**src/rtl/elastic_stage_buffer.sv**
```systemverilog
// Elastic pipeline register: a DEPTH-entry circular buffer between two pipeline
// stages, with valid/ready handshakes plus stage-level freeze (stall) and flush.
module elastic_stage_buffer #(
  parameter int WIDTH = 32,
  parameter int DEPTH = 2,
  parameter int CW    = $clog2(DEPTH + 1)
) (
  input  logic             clk,
  input  logic             rst,
  input  logic             flush,
  input  logic             freeze,
  input  logic             in_valid,
  output logic             in_ready,
  input  logic [WIDTH-1:0] in_data,
  output logic             out_valid,
  input  logic             out_ready,
  output logic [WIDTH-1:0] out_data,
  output logic [CW-1:0]    count
);

  // Handshake: a beat moves on a side only in a cycle where both valid and
  // ready are high at the rising edge. in_ready never looks at out_ready, so a
  // full buffer refuses input even when it is being popped in the same cycle;
  // out_valid may drop (freeze) while out_data stays put.

  localparam int            PW       = (DEPTH > 1) ? $clog2(DEPTH) : 1;
  localparam logic [CW-1:0] FULL_CNT = CW'(DEPTH);
  localparam logic [PW-1:0] LAST_PTR = PW'(DEPTH - 1);

  typedef enum logic [1:0] {
    OCC_EMPTY   = 2'd0,
    OCC_PARTIAL = 2'd1,
    OCC_FULL    = 2'd2
  } occ_e;

  logic [WIDTH-1:0] r_mem [DEPTH];
  logic [PW-1:0]    r_wr_ptr;
  logic [PW-1:0]    r_rd_ptr;
  logic [CW-1:0]    r_count;
  occ_e             w_occ;
  logic             w_push;
  logic             w_pop;

  function automatic logic [PW-1:0] next_ptr(input logic [PW-1:0] p);
    return (p == LAST_PTR) ? '0 : p + 1'b1;
  endfunction

  always_comb begin
    w_occ = OCC_PARTIAL;
    if (r_count == '0)
      w_occ = OCC_EMPTY;
    else if (r_count == FULL_CNT)
      w_occ = OCC_FULL;
  end

  assign in_ready  = (w_occ != OCC_FULL) & ~flush;
  assign out_valid = (w_occ != OCC_EMPTY) & ~freeze;
  assign out_data  = (w_occ == OCC_EMPTY) ? '0 : r_mem[r_rd_ptr];
  assign count     = r_count;

  assign w_push = in_valid & in_ready;
  assign w_pop  = out_valid & out_ready;

  always_ff @(posedge clk or negedge rst) begin
    if (!rst) begin
      r_wr_ptr <= '0;
      r_rd_ptr <= '0;
      r_count  <= '0;
    end else if (flush) begin
      r_wr_ptr <= '0;
      r_rd_ptr <= '0;
      r_count  <= '0;
    end else begin
      if (w_push)
        r_wr_ptr <= next_ptr(r_wr_ptr);
      if (w_pop)
        r_rd_ptr <= next_ptr(r_rd_ptr);
      case ({w_push, w_pop})
        2'b10:   r_count <= r_count + 1'b1;
        2'b01:   r_count <= r_count - 1'b1;
        default: r_count <= r_count;
      endcase
    end
  end

  // Storage is deliberately not reset; a write while rst is low is dropped.
  always_ff @(posedge clk) begin
    if (w_push && rst)
      r_mem[r_wr_ptr] <= in_data;
  end

`ifndef SYNTHESIS
  a_count_bound: assert property (@(posedge clk) disable iff (!rst) r_count <= FULL_CNT);
  a_no_overflow: assert property (@(posedge clk) disable iff (!rst)
                                  !((w_occ == OCC_FULL) && w_push));
  a_no_underflow: assert property (@(posedge clk) disable iff (!rst)
                                   !((w_occ == OCC_EMPTY) && w_pop));
`endif

endmodule
```
**config.mk**
```make
export PLATFORM = sky130hd
export DESIGN_NAME = elastic_stage_buffer
export DESIGN_NICKNAME = d
export VERILOG_FILES = /design/src/rtl/elastic_stage_buffer.sv
export SDC_FILE = /design/constraint.sdc
export NUM_CORES = 1
export LEC_CHECK = 0
export CORE_MARGIN = 3
export CORE_UTILIZATION = 40
export DETAILED_ROUTE_END_ITERATION = 12
export GPL_TIMING_DRIVEN = 0
export HOLD_SLACK_MARGIN = 0.15
export PLACE_DENSITY = 0.69
export SLEW_MARGIN = 20
export SYNTH_ARGS = -nofsm -noshare
export SYNTH_HDL_FRONTEND = slang
export SYNTH_SLANG_ARGS = --single-unit
export TNS_END_PERCENT = 1
```
**constraint.sdc**
```tcl
create_clock -name clk -period 6.1 [get_ports clk]
set_input_delay 1.22 -clock clk [delete_from_list [all_inputs] [get_ports clk]]
set_output_delay 1.22 -clock clk [all_outputs]
set_load 0.02 [all_outputs]
```
# Yosys cells after proc, flatten, opt, wreduce, memory -nomap -nowiden
# Memory sizes are Yosys's and may differ from the RTL's.
# Index checks and enable logic that the tools add are counted.
dict set report word_totals {
  reg_bits 4
  ram_bits 64
  inputBits 38
  out_inout_bits 36
  elab_cells 38
  mem_count 1
}
# name words width read_ports rd_ports_with_merged_regs wr line_no
set memory_table {}
lappend memory_table {r_mem 2 32 1 0 1 36} ;# logic [WIDTH-1:0] r_mem [DEPTH];
dict set report classes {
  addsub 4
  eq_ne 4
  mux 13
  bitwise_logic 6
  n_reduce_logical 7
}
# operator count
set ops {}
lappend ops {{$mux 32} 1}
lappend ops {{$mux 1} 8}
lappend ops {{$mux 2} 3}
lappend ops {{$reduce_bool 2->1} 3}
lappend ops {{$and 1x1->1} 4}
lappend ops {{$eq 2x2->1 const B} 2}
lappend ops {{$logic_not 2->1} 2}
lappend ops {{$pmux 2 s2} 1}
lappend ops {{$reduce_bool 3->1} 1}
lappend ops {{$add 1x1->1 const B} 2}
lappend ops {{$add 2x1->2 const B} 1}
lappend ops {{$eq 2x1->1 const B} 1}
lappend ops {{$ne 2x2->1 const B} 1}
lappend ops {{$not 1->1} 2}
lappend ops {{$sub 2x1->2 const B} 1}
lappend ops {{$logic_and 1x1->1} 1}

# Longest topological paths before layout
# Gate-level depths: netlist of the first run.
dict set report depth {
  depth_word 9
  ltp_mapped 4
  depth_no_buf 3
}

# Worst setup path after synthesis of the first run
# No wires, ideal clock.
dict set report synth_path {
  path_type {input to register}
  startpoint {input port rst}
  endpoint {memory r_mem[1][0] (enable)}
  setup_time_ns 0.512
  arrival_time_ns 4.628
  required_ns 5.588
  setup_slack_ns 0.960
  stages 2
  path_buffers 0
  path_cell_list {nand2_1 nor4b_1}
}
dict set report synth_between {
  elab_chain_len 3
}
# element line_no
set synth_lines {}
lappend synth_lines {{start, declared} 9} ;# input logic rst,
lappend synth_lines {{$logic_and 1x1->1} 88} ;# if (w_push && rst)
lappend synth_lines {{$mux 1} 88}
lappend synth_lines {{$mux 1 (not written as such)} 89} ;# r_mem[r_wr_ptr] <= in_data;
lappend synth_lines {{end, declared} 36}
# Every way passes these cells.

# Worst setup path after layout of the first run
dict set report layout_path {
  startpoint {input port flush}
  endpoint {output port in_ready}
}
dict set report layout_between {
  elab_chain_len 2
}
# element line_no
set layout_lines {}
lappend layout_lines {{start, declared} 10} ;# input logic flush,
lappend layout_lines {{$not 1->1} 56} ;# assign in_ready = (w_occ != OCC_FULL) & ~flush;
lappend layout_lines {{$and 1x1->1} 56}
lappend layout_lines {{end, declared} 13} ;# output logic in_ready,
# Every way passes these cells.

==> results of run 1 <==
## through the flow
stage / util / instances
2_1_floorplan: - / 164
3_3_place_gp: 0.544 / 314
3_5_place_dp: 0.556 / 324
4_1_cts: 0.590 / 340
5_1_grt: 0.590 / 340
6_report: 0.590 / 340
## worst reg2reg max path, stage by stage (launching register included)
cell and delay [ns]:
sky130_fd_sc_hd__dfrtp_1 0.45, sky130_fd_sc_hd__nor2b_1 0.23, sky130_fd_sc_hd__nor4b_2 0.68, sky130_fd_sc_hd__buf_2 0.34
sky130_fd_sc_hd__buf_2 0.23
## per-layer routing
metal,vias to the layer above,wire length (µm),part of all wire,track usage
met4,0,85,0.017,0.0879
met5,-,0,0,0
met3,10,338,0.068,0.0482
li1,793,-,-,-
met2,53,2490,0.50,0.224
met1,775,2040,0.41,0.157
## how the worst max path moves through the flow
stage | start | end | slack [ns]
floorplan | rst | r_mem[1][0] | 0.96
global placement | rst | r_mem[1][1] | -1.68
detailed placement | flush | in_ready | 2.29
CTS | flush | in_ready | 2.29
global route | flush | in_ready | 2.28
finish | flush | in_ready | 2.32
## power breakdown
group	total (W)	switching [W]	internal (W)
registers	0.000527	0.00000436	0.000523
logic	0.000140	0.0000689	0.0000709
clock network	0.000395	0.000165	0.000230
total	0.00106	0.000238	0.000824
## cell type report
| cell class | count | area [µm²] |
|---|---|---|
| buffer | 7 | 42.5 |
| clock buffer | 10 | 128 |
| clock inverter | 6 | 88.8 |
| fill | 512 | 2620 |
| inverter | 1 | 3.75 |
| multi-input combinational | 88 | 593 |
| sequential | 68 | 2020 |
| tap | 77 | 96.3 |
| timing repair buffer | 83 | 791 |
## sequential cells by signal, indices dropped and copies added, names as in the netlist
| register | cells |
|---|---|
| r_rd_ptr | 1 |
| r_wr_ptr | 1 |
| count | 2 |
| r_mem | 64 |
## cell usage in the layout, fill, tap and decap left out, types with 2 or more instances in the layout
master                             n
sky130_fd_sc_hd__clkdlybuf4s50_1  73
sky130_fd_sc_hd__edfxtp_1         64
sky130_fd_sc_hd__nor2_1           34
sky130_fd_sc_hd__mux2i_1          33
sky130_fd_sc_hd__buf_2            10
sky130_fd_sc_hd__clkbuf_8          9
sky130_fd_sc_hd__buf_4             7
sky130_fd_sc_hd__dfrtp_1           4
sky130_fd_sc_hd__nand2_1           3
sky130_fd_sc_hd__o21ai_0           3
sky130_fd_sc_hd__nor2b_1           2
sky130_fd_sc_hd__nand2b_1          2
sky130_fd_sc_hd__or3_1             2
sky130_fd_sc_hd__a21oi_1           2
sky130_fd_sc_hd__bufinv_16         2
sky130_fd_sc_hd__clkinvlp_4        2
## cells by family (layout without fill, tap and decap cells)
logic type / Yosys count / after routing / synth area share
multiplexers: 33 / 33 / 0.125
buffers and inverters: 8 / 107 / 0.0175
AO/OA/AOI/OAI: 7 / 7 / 0.0146
AND/OR/NAND/NOR: 48 / 48 / 0.0798
flip-flops: 68 / 68 / 0.763
==> tab_implementation.tex, run 1 <==
\begin{tabular}{lr}
\hline
Metric & Value \\
\hline
\multicolumn{2}{l}{\textbf{Worst setup path}} \\
Data required, critical path & 4.88 ns \\
Top fanout value on the critical path & 8 \\
Worst setup path class & input port to primary output \\
Worst path slowest cell & sky130\_fd\_sc\_hd\_\_clkdlybuf4s50\_1 \\
Number of buffers and inverters on the critical path & 2 \\
Top Family by Delay on Critical Path & buffers and inverters \\
Startpoint of the worst register-to-register path & count[1] \\
Path depth of the worst reg2reg path & 4 \\
CP Capture Type & primary output \\
Setup slack of the worst register-to-register path & 3.87 ns \\
Cell repeated most along the worst path & sky130\_fd\_sc\_hd\_\_clkdlybuf4s50\_1 \\
Largest stage delay, worst path & 0.61 ns \\
Critical R2R Capture & r\_mem[1][26] \\
Critical path cell sequence & clkdlybuf4s50\_1 -> nor2\_1 -> clkdlybuf4s50\_1 \\
Type of origin of the critical path & input port \\
Total stage count of the critical path & 3 \\
Arr. time, crit path & 2.56 ns \\
\multicolumn{2}{l}{\textbf{Logic synthesis}} \\
Top FF cell, synth & sky130\_fd\_sc\_hd\_\_edfxtp\_1 \\
Post-Syn Nets & 202 \\
Synthesis-stage register bit count & 68 \\
Async S/R FF share, synth & 0.0588 \\
Distinct cell type count of the synthesized netlist & 20 \\
Most instantiated library cell after synthesis & sky130\_fd\_sc\_hd\_\_edfxtp\_1 \\
Number of synthesized flops with an enable pin & 64 \\
Dominant cells by area after synthesis & sky130\_fd\_sc\_hd\_\_edfxtp\_1 73\%, sky130\_fd\_sc\_hd\_\_mux2i\_1 12\%, sky130\_fd\_sc\_hd\_\_nor2\_1 4.8\% \\
Yosys warning total & 0 \\
Cell area after technology mapping & 2650 µm² \\
Mapped Cells & 164 \\
Part of the Yosys area used for sequential elements & 0.763 \\
Portion of synthesized cell area occupied by the leading cell type & 0.726 \\
Post-synthesis cell type with the largest combined area & sky130\_fd\_sc\_hd\_\_edfxtp\_1 \\
Post-Synthesis Mean Instance Area & 16.2 µm² \\
Leading post-synthesis cells by instance count & 64 x sky130\_fd\_sc\_hd\_\_edfxtp\_1, 34 x sky130\_fd\_sc\_hd\_\_nor2\_1, 33 x sky130\_fd\_sc\_hd\_\_mux2i\_1 \\
\multicolumn{2}{l}{\textbf{Floorplanning}} \\
DIE HEIGHT & 87.4 µm \\
Die Outline Area & 7630 µm² \\
Standard-cell row count & 29 \\
Placeable core region & 6390 µm² \\
Starting density of the core & 0.415 \\
Count of pins on the block boundary & 74 \\
DIE WIDTH & 87.4 µm \\
\multicolumn{2}{l}{\textbf{CTS}} \\
Clock sink total & 68 \\
Clock latency at the later pin of the worst-skew pair & 0.34 ns \\
CTS Hold Buffers Added & 0 \\
TritonCTS clock tree & done \\
Cts repair resizes & 0 \\
Number of buffers added for setup after CTS & 0 \\
Total clock buffers created by CTS & 9 \\
Clock buffer depth & 2 \\
H-Tree Level Count & 3 \\
Clock-pin slew on the worst setup and hold paths & $\sim$0.07 ns \\
Clock root buffer master & sky130\_fd\_sc\_hd\_\_clkbuf\_8 \\
\multicolumn{2}{l}{\textbf{Timing}} \\
Maximum operating frequency & 264 MHz \\
Setup TNS & 0 ns \\
Final-report setup violation count & 0 \\
Worst hold margin & around 0.60 ns \\
Max\_slew headroom & 0.513 \\
Maximum clock skew at final layout & 0.00901 ns \\
Slew at the pin closest to its max-slew limit & between 0.7 and 0.8 ns \\
Minimum period implied by the final worst setup slack & 3.78 ns \\
Number of endpoints with negative hold slack in the final report & 0 \\
RSZ-0062 raised after global routing & no \\
Worst setup slack after layout & between 2 and 2.5 ns \\
Portion of the clock cycle consumed by the worst path in the final layout & 0.620 \\
Slew Viols, Final & 0 \\
\multicolumn{2}{l}{\textbf{Finish}} \\
Post-route cell area & 3760 µm² \\
Growth of design area from synthesis to finish & 42.1\% \\
Share of cells above drive strength 1 & 0.133 \\
Inserted Diodes & 0 \\
Final Net Count & 296 \\
\multicolumn{2}{l}{\textbf{Power}} \\
Peak supply drop & about 0.16 mV \\
Leakage Power & 1.28 nW \\
Total power density per cell area & 282 nW/µm² \\
Power consumption & $\sim$0.0011 W \\
\multicolumn{2}{l}{\textbf{Route}} \\
Total routed wirelength & 4960 µm \\
Per-cell via count in the routed design & 4.80 \\
DRC marker count from the first detailed-route iteration & 47 \\
Iteration count of the initial detailed-routing pass & 4 \\
Routed wirelength normalized by instance count & 14.6 µm \\
Routed vias & 1631 \\
Number of nets with antenna violations after routing & 0 \\
Post-route DRC violation count & 0 \\
\multicolumn{2}{l}{\textbf{Placed design}} \\
Post-Place Cell Area & 3550 µm² \\
I/O Buffers & 73 \\
Hpwl dp & 3470 µm \\
DP Worst Slack & 2.29 ns \\
Placer congestion estimate & 0.733 \\
\multicolumn{2}{l}{\textbf{Global routing}} \\
Initial antenna violation count & 0 \\
Remaining global-route overflow & 0 \\
Pin count of the biggest net entering global routing & 13 \\
First-pass GRT wire length & 7760 µm \\
Number of global-route vias before repair & between 1500 and 2000 \\
Combined global-route utilization of all metal layers & 0.139 \\
\multicolumn{2}{l}{\textbf{Job}} \\
Number of maximum-capacitance constraint violations & 0 \\
\multicolumn{2}{l}{\textbf{Hold path}} \\
Worst hold path class & flop to flop \\
WHS Endpoint & r\_wr\_ptr \\
Hold path start & r\_wr\_ptr \\
Number of instances on the worst hold path & 2 \\
\multicolumn{2}{l}{\textbf{Status}} \\
Run status & completed \\
\hline
\end{tabular}
No activity file was read; power rests on OpenSTA's default activity.
==> run 2: changes to the inputs <==
==> constraint.sdc (replaced) <==
create_clock -name clk -period 3.96 [get_ports clk]
set_input_delay 0.792 -clock clk [delete_from_list [all_inputs] [get_ports clk]]
set_output_delay 0.792 -clock clk [all_outputs]
set_load 0.02 [all_outputs]
==> run 2 against run 1 <==
  * Sequential cell count unchanged
  * Clock skew decreased by 0.0064 ns
  * Clock-buffer cell count unchanged
  * Critical path type unchanged
  * Critical endpoint unchanged
==> tab_implementation.tex, run 2 (synthesis results as in run 1) <==
\begin{tabular}{lr}
\hline
Metric & Value \\
\hline
\multicolumn{2}{l}{\textbf{Power}} \\
Total power density per cell area & 412 nW/µm² (+46\%) \\
Power consumption & 0.00154 W (+45\%) \\
Peak supply drop & 0.226 mV (+41\%) \\
Leakage Power & 1.25 nW (-1.7\%) \\
\multicolumn{2}{l}{\textbf{Floorplanning}} \\
DIE WIDTH & 87.4 µm (unchanged) \\
DIE HEIGHT & 87.4 µm (unchanged) \\
Standard-cell row count & 29 (unchanged) \\
Die Outline Area & 7630 µm² (unchanged) \\
Count of pins on the block boundary & 74 (unchanged) \\
Starting density of the core & 0.415 (unchanged) \\
Placeable core region & 6390 µm² (unchanged) \\
\multicolumn{2}{l}{\textbf{Worst setup path}} \\
Destination of the critical timing path & in\_ready \\
Arr. time, crit path & 2.15 ns (-0.41 ns) \\
Setup slack of the worst register-to-register path & 1.65 ns (-2.22 ns) \\
Top fanout value on the critical path & 8 (unchanged) \\
Critical R2R Capture & r\_mem[0][27] \\
Type of origin of the critical path & input port \\
CP Capture Type & primary output \\
Startpoint of the worst register-to-register path & count[1] \\
Worst setup path class & input port to primary output \\
Data required, critical path & 3.17 ns (-1.71 ns) \\
First element of the critical path & flush \\
Path depth of the worst reg2reg path & 5 (+1) \\
\multicolumn{2}{l}{\textbf{Global routing}} \\
Combined global-route utilization of all metal layers & 0.139 (-0.000656) \\
Number of global-route vias before repair & 1696 (-0.41\%) \\
Pin count of the biggest net entering global routing & 11 (-2) \\
Remaining global-route overflow & 0 (unchanged) \\
Initial antenna violation count & 0 (unchanged) \\
First-pass GRT wire length & 7730 µm (-0.44\%) \\
\multicolumn{2}{l}{\textbf{Hold path}} \\
Worst hold path class & flop to flop \\
\multicolumn{2}{l}{\textbf{Finish}} \\
Register ranked first by flip-flop count & r\_mem \\
Final Net Count & 294 (-0.68\%) \\
Share of cells above drive strength 1 & 0.112 (-0.0211) \\
Most common library cell in the layout ignoring fill and taps & sky130\_fd\_sc\_hd\_\_clkdlybuf4s50\_1 \\
Flip-flop count of the largest register, all copies and words added & 64 (unchanged) \\
Growth of design area from synthesis to finish & 40.9\% \\
Post-route cell area & 3730 µm² (-0.86\%) \\
Inserted Diodes & 0 (unchanged) \\
Most used cells in the layout excluding fill and tap cells & 73 x sky130\_fd\_sc\_hd\_\_clkdlybuf4s50\_1, 64 x sky130\_fd\_sc\_hd\_\_edfxtp\_1, 34 x sky130\_fd\_sc\_hd\_\_nor2\_1, 33 x sky130\_fd\_sc\_hd\_\_mux2i\_1, 9 x sky130\_fd\_sc\_hd\_\_clkbuf\_8 \\
\multicolumn{2}{l}{\textbf{Timing}} \\
Portion of the clock cycle consumed by the worst path in the final layout & 0.743 \\
RSZ-0062 raised after global routing & no \\
Final-report setup violation count & 0 (unchanged) \\
Maximum operating frequency & 340 MHz \\
Slew Viols, Final & 0 (unchanged) \\
Slew at the pin closest to its max-slew limit & 0.728 ns (-0.00134 ns) \\
Maximum clock skew at final layout & 0.00262 ns (-0.00639 ns) \\
Number of endpoints with negative hold slack in the final report & 0 (unchanged) \\
Minimum period implied by the final worst setup slack & 2.94 ns \\
Setup TNS & 0 ns (unchanged) \\
Max\_slew headroom & 0.511 (-0.00188) \\
\multicolumn{2}{l}{\textbf{Placed design}} \\
Hpwl dp & 3590 µm (+3.3\%) \\
I/O Buffers & 73 (unchanged) \\
Post-Place Cell Area & 3560 µm² (+0.39\%) \\
Placer congestion estimate & 0.713 (-2.8\%) \\
\multicolumn{2}{l}{\textbf{Route}} \\
WL met1 & 1890 µm (-7.1\%) \\
Iteration count of the initial detailed-routing pass & 4 (unchanged) \\
Top routing layer in use & met4 \\
Total routed wirelength & 4930 µm (-0.65\%) \\
Wire length on met3 & 351 µm (+3.8\%) \\
Post-route DRC violation count & 0 (unchanged) \\
Routed wirelength normalized by instance count & 14.7 µm (+0.54\%) \\
Routed vias & 1591 (-2.5\%) \\
Number of nets with antenna violations after routing & 0 (unchanged) \\
DRC marker count from the first detailed-route iteration & 36 (-23\%) \\
Per-cell via count in the routed design & 4.74 (-1.3\%) \\
Met2 WL post-DR & 2590 µm (+3.9\%) \\
\multicolumn{2}{l}{\textbf{CTS}} \\
Clock latency at the later pin of the worst-skew pair & 0.32 ns (-0.02 ns) \\
Clock buffer depth & 2 (unchanged) \\
Clock sink total & 68 (unchanged) \\
Total clock buffers created by CTS & 9 (unchanged) \\
Cts repair resizes & 0 (unchanged) \\
CTS Hold Buffers Added & 0 (unchanged) \\
Clock-pin slew on the worst setup and hold paths & 0.07 ns (about the same) \\
H-Tree Level Count & 3 (unchanged) \\
TritonCTS clock tree & done \\
Number of buffers added for setup after CTS & 0 (unchanged) \\
Clock root buffer master & sky130\_fd\_sc\_hd\_\_clkbuf\_8 \\
\multicolumn{2}{l}{\textbf{Job}} \\
Number of maximum-capacitance constraint violations & 0 (unchanged) \\
\multicolumn{2}{l}{\textbf{Status}} \\
Run status & completed \\
\hline
\end{tabular}
[run 2: cell types whose count changed in the layout (fill, tap and decap cells not counted), moves of 2 or more]
cell                         delta
sky130_fd_sc_hd__buf_2          -2
sky130_fd_sc_hd__clkinv_1       +2
sky130_fd_sc_hd__clkinvlp_4     -2
sky130_fd_sc_hd__buf_4          -3
sky130_fd_sc_hd__buf_6          +2
[run 2: cell type report]
| cell class | count | area (µm²) |
|---|---|---|
| fillers | 531 | 2650 |
| plain buffers | 7 | 42.5 |
| flip-flops and latches | 68 | 2020 |
| repair buffers | 81 | 796 |
| inverters | 1 | 3.75 |
| well taps | 77 | 96.3 |
| clock buffers | 10 | 128 |
| clock inverters | 4 | 42.5 |
| multi-input cells | 88 | 602 |
[run 2: critical path: stages]
cell,delay [ns]
sky130_fd_sc_hd__clkdlybuf4s50_1,0.58
sky130_fd_sc_hd__nor2_1,0.17
sky130_fd_sc_hd__clkdlybuf4s50_1,0.61
[run 2: metal layers]
layer	vias up	track usage
met1	750	0.147
met2	44	0.240
met3	9	0.0511
met4	0	0.0711
li1	788	-
met5	-	0
[run 2: stage by stage]
step                      std cells  worst slack, ns   util  hold WS, ns
after floorplan                 164           -0.533      -        0.496
after global routing            336            0.986  0.584        0.676
after global placement          314            -2.94  0.545        0.554
after detailed placement        322            0.742  0.558        0.629
final                           336             1.02  0.584        0.627
after CTS                       336             1.01  0.584        0.637
[run 2: power by group]
part           switching [W]  internal, W
Sequential        0.00000650     0.000806
Clock               0.000228     0.000279
Combinational       0.000107     0.000110
Total               0.000342      0.00119
[run 2: worst min path at each step]
stage                         from        to  slack (ns)  depth (start not counted)
after floorplan                rst  count[0]        0.50                          0
after global placement    r_wr_ptr  r_wr_ptr        0.55                          2
after detailed placement  r_wr_ptr  r_wr_ptr        0.63                          2
after CTS                 r_wr_ptr  r_wr_ptr        0.64                          2
after global routing      r_wr_ptr  r_wr_ptr        0.68                          2
final                     r_wr_ptr  r_wr_ptr        0.63                          2
==> run 3: changes to the inputs <==
--- a/config.mk
+++ b/config.mk
@@ -10,7 +10,7 @@
 export DETAILED_ROUTE_END_ITERATION = 12
 export GPL_TIMING_DRIVEN = 0
 export HOLD_SLACK_MARGIN = 0.15
-export PLACE_DENSITY = 0.69
+export PLACE_DENSITY = 0.71
 export SLEW_MARGIN = 20
 export SYNTH_ARGS = -nofsm -noshare
 export SYNTH_HDL_FRONTEND = slang
==> constraint.sdc (replaced) <==
create_clock -name clk -period 2.69 [get_ports clk]
set_input_delay 0.538 -clock clk [delete_from_list [all_inputs] [get_ports clk]]
set_output_delay 0.538 -clock clk [all_outputs]
set_load 0.02 [all_outputs]
==> run 3 against run 2 <==
  * Worst hold slack got worse by 0.20 ns
  * Clock skew about the same
  * Cell count decreased by 0.60%
  * Core utilization increased by 0.12 points
  * Setup slack got worse by 0.81 ns
  * Total power increased by 49%
  * Register-to-register slack got worse by 1.1 ns
  * Critical path type is now flop to primary output
  * Largest power group unchanged
==> tab_implementation.tex, run 3 (synthesis results as in run 1) <==
\begin{tabular}{lr}
\hline
Metric & Value \\
\hline
\multicolumn{2}{l}{\textbf{Status}} \\
Run status & completed \\
\multicolumn{2}{l}{\textbf{Route}} \\
DRC marker count from the first detailed-route iteration & 37 (+2.8\%) \\
Routed vias & 1582 (-0.57\%) \\
Total routed wirelength & 4950 µm (+0.49\%) \\
Number of nets with antenna violations after routing & 0 (unchanged) \\
Post-route DRC violation count & 0 (unchanged) \\
Routed wirelength normalized by instance count & 14.8 µm (+1.1\%) \\
Iteration count of the initial detailed-routing pass & 4 (unchanged) \\
Per-cell via count in the routed design & 4.74 (about the same) \\
\multicolumn{2}{l}{\textbf{Power}} \\
Clock power share & 0.335 (+0.005) \\
Net switching power & 0.000519 W (+52\%) \\
Internal Pwr Total & 0.00176 W (+48\%) \\
Total power density per cell area & 610 nW/µm² (+48\%) \\
Sequential Power Share & 0.524 (-0.005) \\
Leakage Power & 1.25 nW (-0.73\%) \\
Peak supply drop & 0.351 mV (+55\%) \\
Power share of the combinational group & 0.141 (about the same) \\
Proportion of total power due to net switching & 0.227 (+0.00496) \\
\multicolumn{2}{l}{\textbf{CTS}} \\
Clock sink total & 68 (unchanged) \\
Clock root buffer master & sky130\_fd\_sc\_hd\_\_clkbuf\_8 \\
Clock buffer depth & 2 (unchanged) \\
TritonCTS clock tree & done \\
Number of buffers added for setup after CTS & 0 (unchanged) \\
CTS Hold Buffers Added & 0 (unchanged) \\
Total clock buffers created by CTS & 9 (unchanged) \\
Cts repair resizes & 0 (unchanged) \\
H-Tree Level Count & 3 (unchanged) \\
Clock-pin slew on the worst setup and hold paths & 0.07 ns (about the same) \\
Clock latency at the later pin of the worst-skew pair & 0.33 ns (about the same) \\
\multicolumn{2}{l}{\textbf{Finish}} \\
Post-route cell area & 3740 µm² (+0.20\%) \\
Most used cells in the layout excluding fill and tap cells & 73 x sky130\_fd\_sc\_hd\_\_clkdlybuf4s50\_1, 64 x sky130\_fd\_sc\_hd\_\_edfxtp\_1, 34 x sky130\_fd\_sc\_hd\_\_nor2\_1, 33 x sky130\_fd\_sc\_hd\_\_mux2i\_1, 9 x sky130\_fd\_sc\_hd\_\_clkbuf\_8 \\
Non-filler instance count after layout & 334 (-0.60\%) \\
Filler Cell Count & 514 (-3.2\%) \\
Most common library cell in the layout ignoring fill and taps & sky130\_fd\_sc\_hd\_\_clkdlybuf4s50\_1 \\
Growth of design area from synthesis to finish & 41.2\% \\
Flip-flop count of the largest register, all copies and words added & 64 (unchanged) \\
Share of cells above drive strength 1 & 0.113 (+0.000871) \\
Final Net Count & 291 (-1.0\%) \\
Inserted Diodes & 0 (unchanged) \\
Register ranked first by flip-flop count & r\_mem \\
\multicolumn{2}{l}{\textbf{Timing}} \\
Minimum period implied by the final worst setup slack & $\sim$2.5 ns \\
Maximum operating frequency & 402 MHz \\
Setup TNS & 0 ns (unchanged) \\
Final-report setup violation count & 0 (unchanged) \\
RSZ-0062 raised after global routing & no \\
Maximum clock skew at final layout & 0.00267 ns (+0.0000461 ns) \\
Max\_slew headroom & 0.467 (-0.0434) \\
Slew at the pin closest to its max-slew limit & 0.796 ns (+0.0677 ns) \\
Portion of the clock cycle consumed by the worst path in the final layout & 0.924 \\
Number of endpoints with negative hold slack in the final report & 0 (unchanged) \\
Slew Viols, Final & 0 (unchanged) \\
\multicolumn{2}{l}{\textbf{Placed design}} \\
Placer congestion estimate & 0.761 (+6.8\%) \\
Inst Count DP & 319 (-0.93\%) \\
I/O Buffers & 73 (unchanged) \\
Post-Place Cell Area & 3550 µm² (-0.21\%) \\
Hpwl dp & 3480 µm (-2.9\%) \\
\multicolumn{2}{l}{\textbf{Worst setup path}} \\
Worst path slowest cell & sky130\_fd\_sc\_hd\_\_clkdlybuf4s50\_1 \\
Startpoint of the worst register-to-register path & count[1] \\
Data required, critical path & 2.15 ns (-1.02 ns) \\
Top fanout value on the critical path & 6 (-2) \\
Largest stage delay, worst path & 0.55 ns (-0.06 ns) \\
Worst setup path class & flop to primary output \\
Type of origin of the critical path & flop \\
Critical path cell sequence & nor2b\_1 -> nor2\_1 -> clkdlybuf4s50\_1 \\
CP Capture Type & primary output \\
First element of the critical path & count[1] \\
Arr. time, crit path & 1.95 ns (-0.20 ns) \\
\multicolumn{2}{l}{\textbf{Global routing}} \\
Remaining global-route overflow & 0 (unchanged) \\
Pin count of the biggest net entering global routing & 13 (+2) \\
Combined global-route utilization of all metal layers & 0.141 (+0.00212) \\
First-pass GRT wire length & 7840 µm (+1.4\%) \\
Initial antenna violation count & 0 (unchanged) \\
Number of global-route vias before repair & 1669 (-1.6\%) \\
\multicolumn{2}{l}{\textbf{Floorplanning}} \\
DIE WIDTH & 87.4 µm (unchanged) \\
Die Outline Area & 7630 µm² (unchanged) \\
Count of pins on the block boundary & 74 (unchanged) \\
DIE HEIGHT & 87.4 µm (unchanged) \\
Standard-cell row count & 29 (unchanged) \\
Placeable core region & 6390 µm² (unchanged) \\
Starting density of the core & 0.415 (unchanged) \\
\multicolumn{2}{l}{\textbf{Job}} \\
Number of maximum-capacitance constraint violations & 0 (unchanged) \\
\multicolumn{2}{l}{\textbf{Hold path}} \\
Worst hold path class & input port to asynchronous set/reset pin \\
\hline
\end{tabular}
## run 3: changes by cell type in the layout (fill, tap and decap cells not counted), sizes merged
cell      previous run  this run
clkbuf              10         9
clkinv               3         4
clkinvlp             0         1
buf                 15        12
## run 3: stage by stage
step | setup WS, ns | hold WS [ns] | total power, W | utilization
global route | 0.0475 | 0.420 | 0.00239 | 0.586
CTS | 0.0664 | 0.412 | 0.00232 | 0.585
global placement | -1.84 | 0.572 | 0.00153 | 0.548
floorplan | -0.337 | 0.242 | 0.00137 | -
detailed placement | -0.0386 | 0.628 | 0.00154 | 0.557
finish | 0.203 | 0.424 | 0.00228 | 0.586
## run 3: power groups by stage
stage / clock network, W / logic, W / registers (W)
2_1_floorplan: 0 / 0.000146 / 0.00122
3_3_place_gp: 0 / 0.000314 / 0.00122
3_5_place_dp: 0 / 0.000325 / 0.00122
4_1_cts: 0.000793 / 0.000327 / 0.00120
5_1_grt: 0.000848 / 0.000348 / 0.00120
6_report: 0.000763 / 0.000322 / 0.00120
## run 3: layer usage
metal,global-route usage,up-vias,part of all wire,wire length [µm]
met2,0.236,39,0.54,2660
met3,0.0482,4,0.051,254
met1,0.159,753,0.40,1990
met4,0.0711,0,0.0093,46
li1,-,786,-,-
met5,0,-,0,0
## run 3: worst paths after layout
check / end / slack [ns] / cells after the start
min reg2reg: r_wr_ptr / 0.64 / 2
min: r_wr_ptr / 0.42 / 1
max in group asynchronous: r_rd_ptr / 2.08 / 1
max reg2reg: r_mem[1][0] / 0.58 / 3
min in group clk: r_wr_ptr / 0.64 / 2
max: in_ready / 0.20 / 3
## run 3: critical path: cells and delay by family, from the launching register on
family,cells,cell delay (ns)
flip-flops,1,0.46
AND/OR/NAND/NOR,2,0.60
buffers and inverters,1,0.55
## run 3: final cells by class
class	count	area, µm²	share of cell area
Sequential cell	68	2020	0.541
Timing Repair Buffer	78	779	0.208
Multi-Input combinational cell	88	616	0.165
Clock buffer	9	124	0.0331
Tap cell	77	96.3	0.0258
Clock inverter	6	56.3	0.0151
Buffer	7	42.5	0.0114
Inverter	1	3.75	0.00100
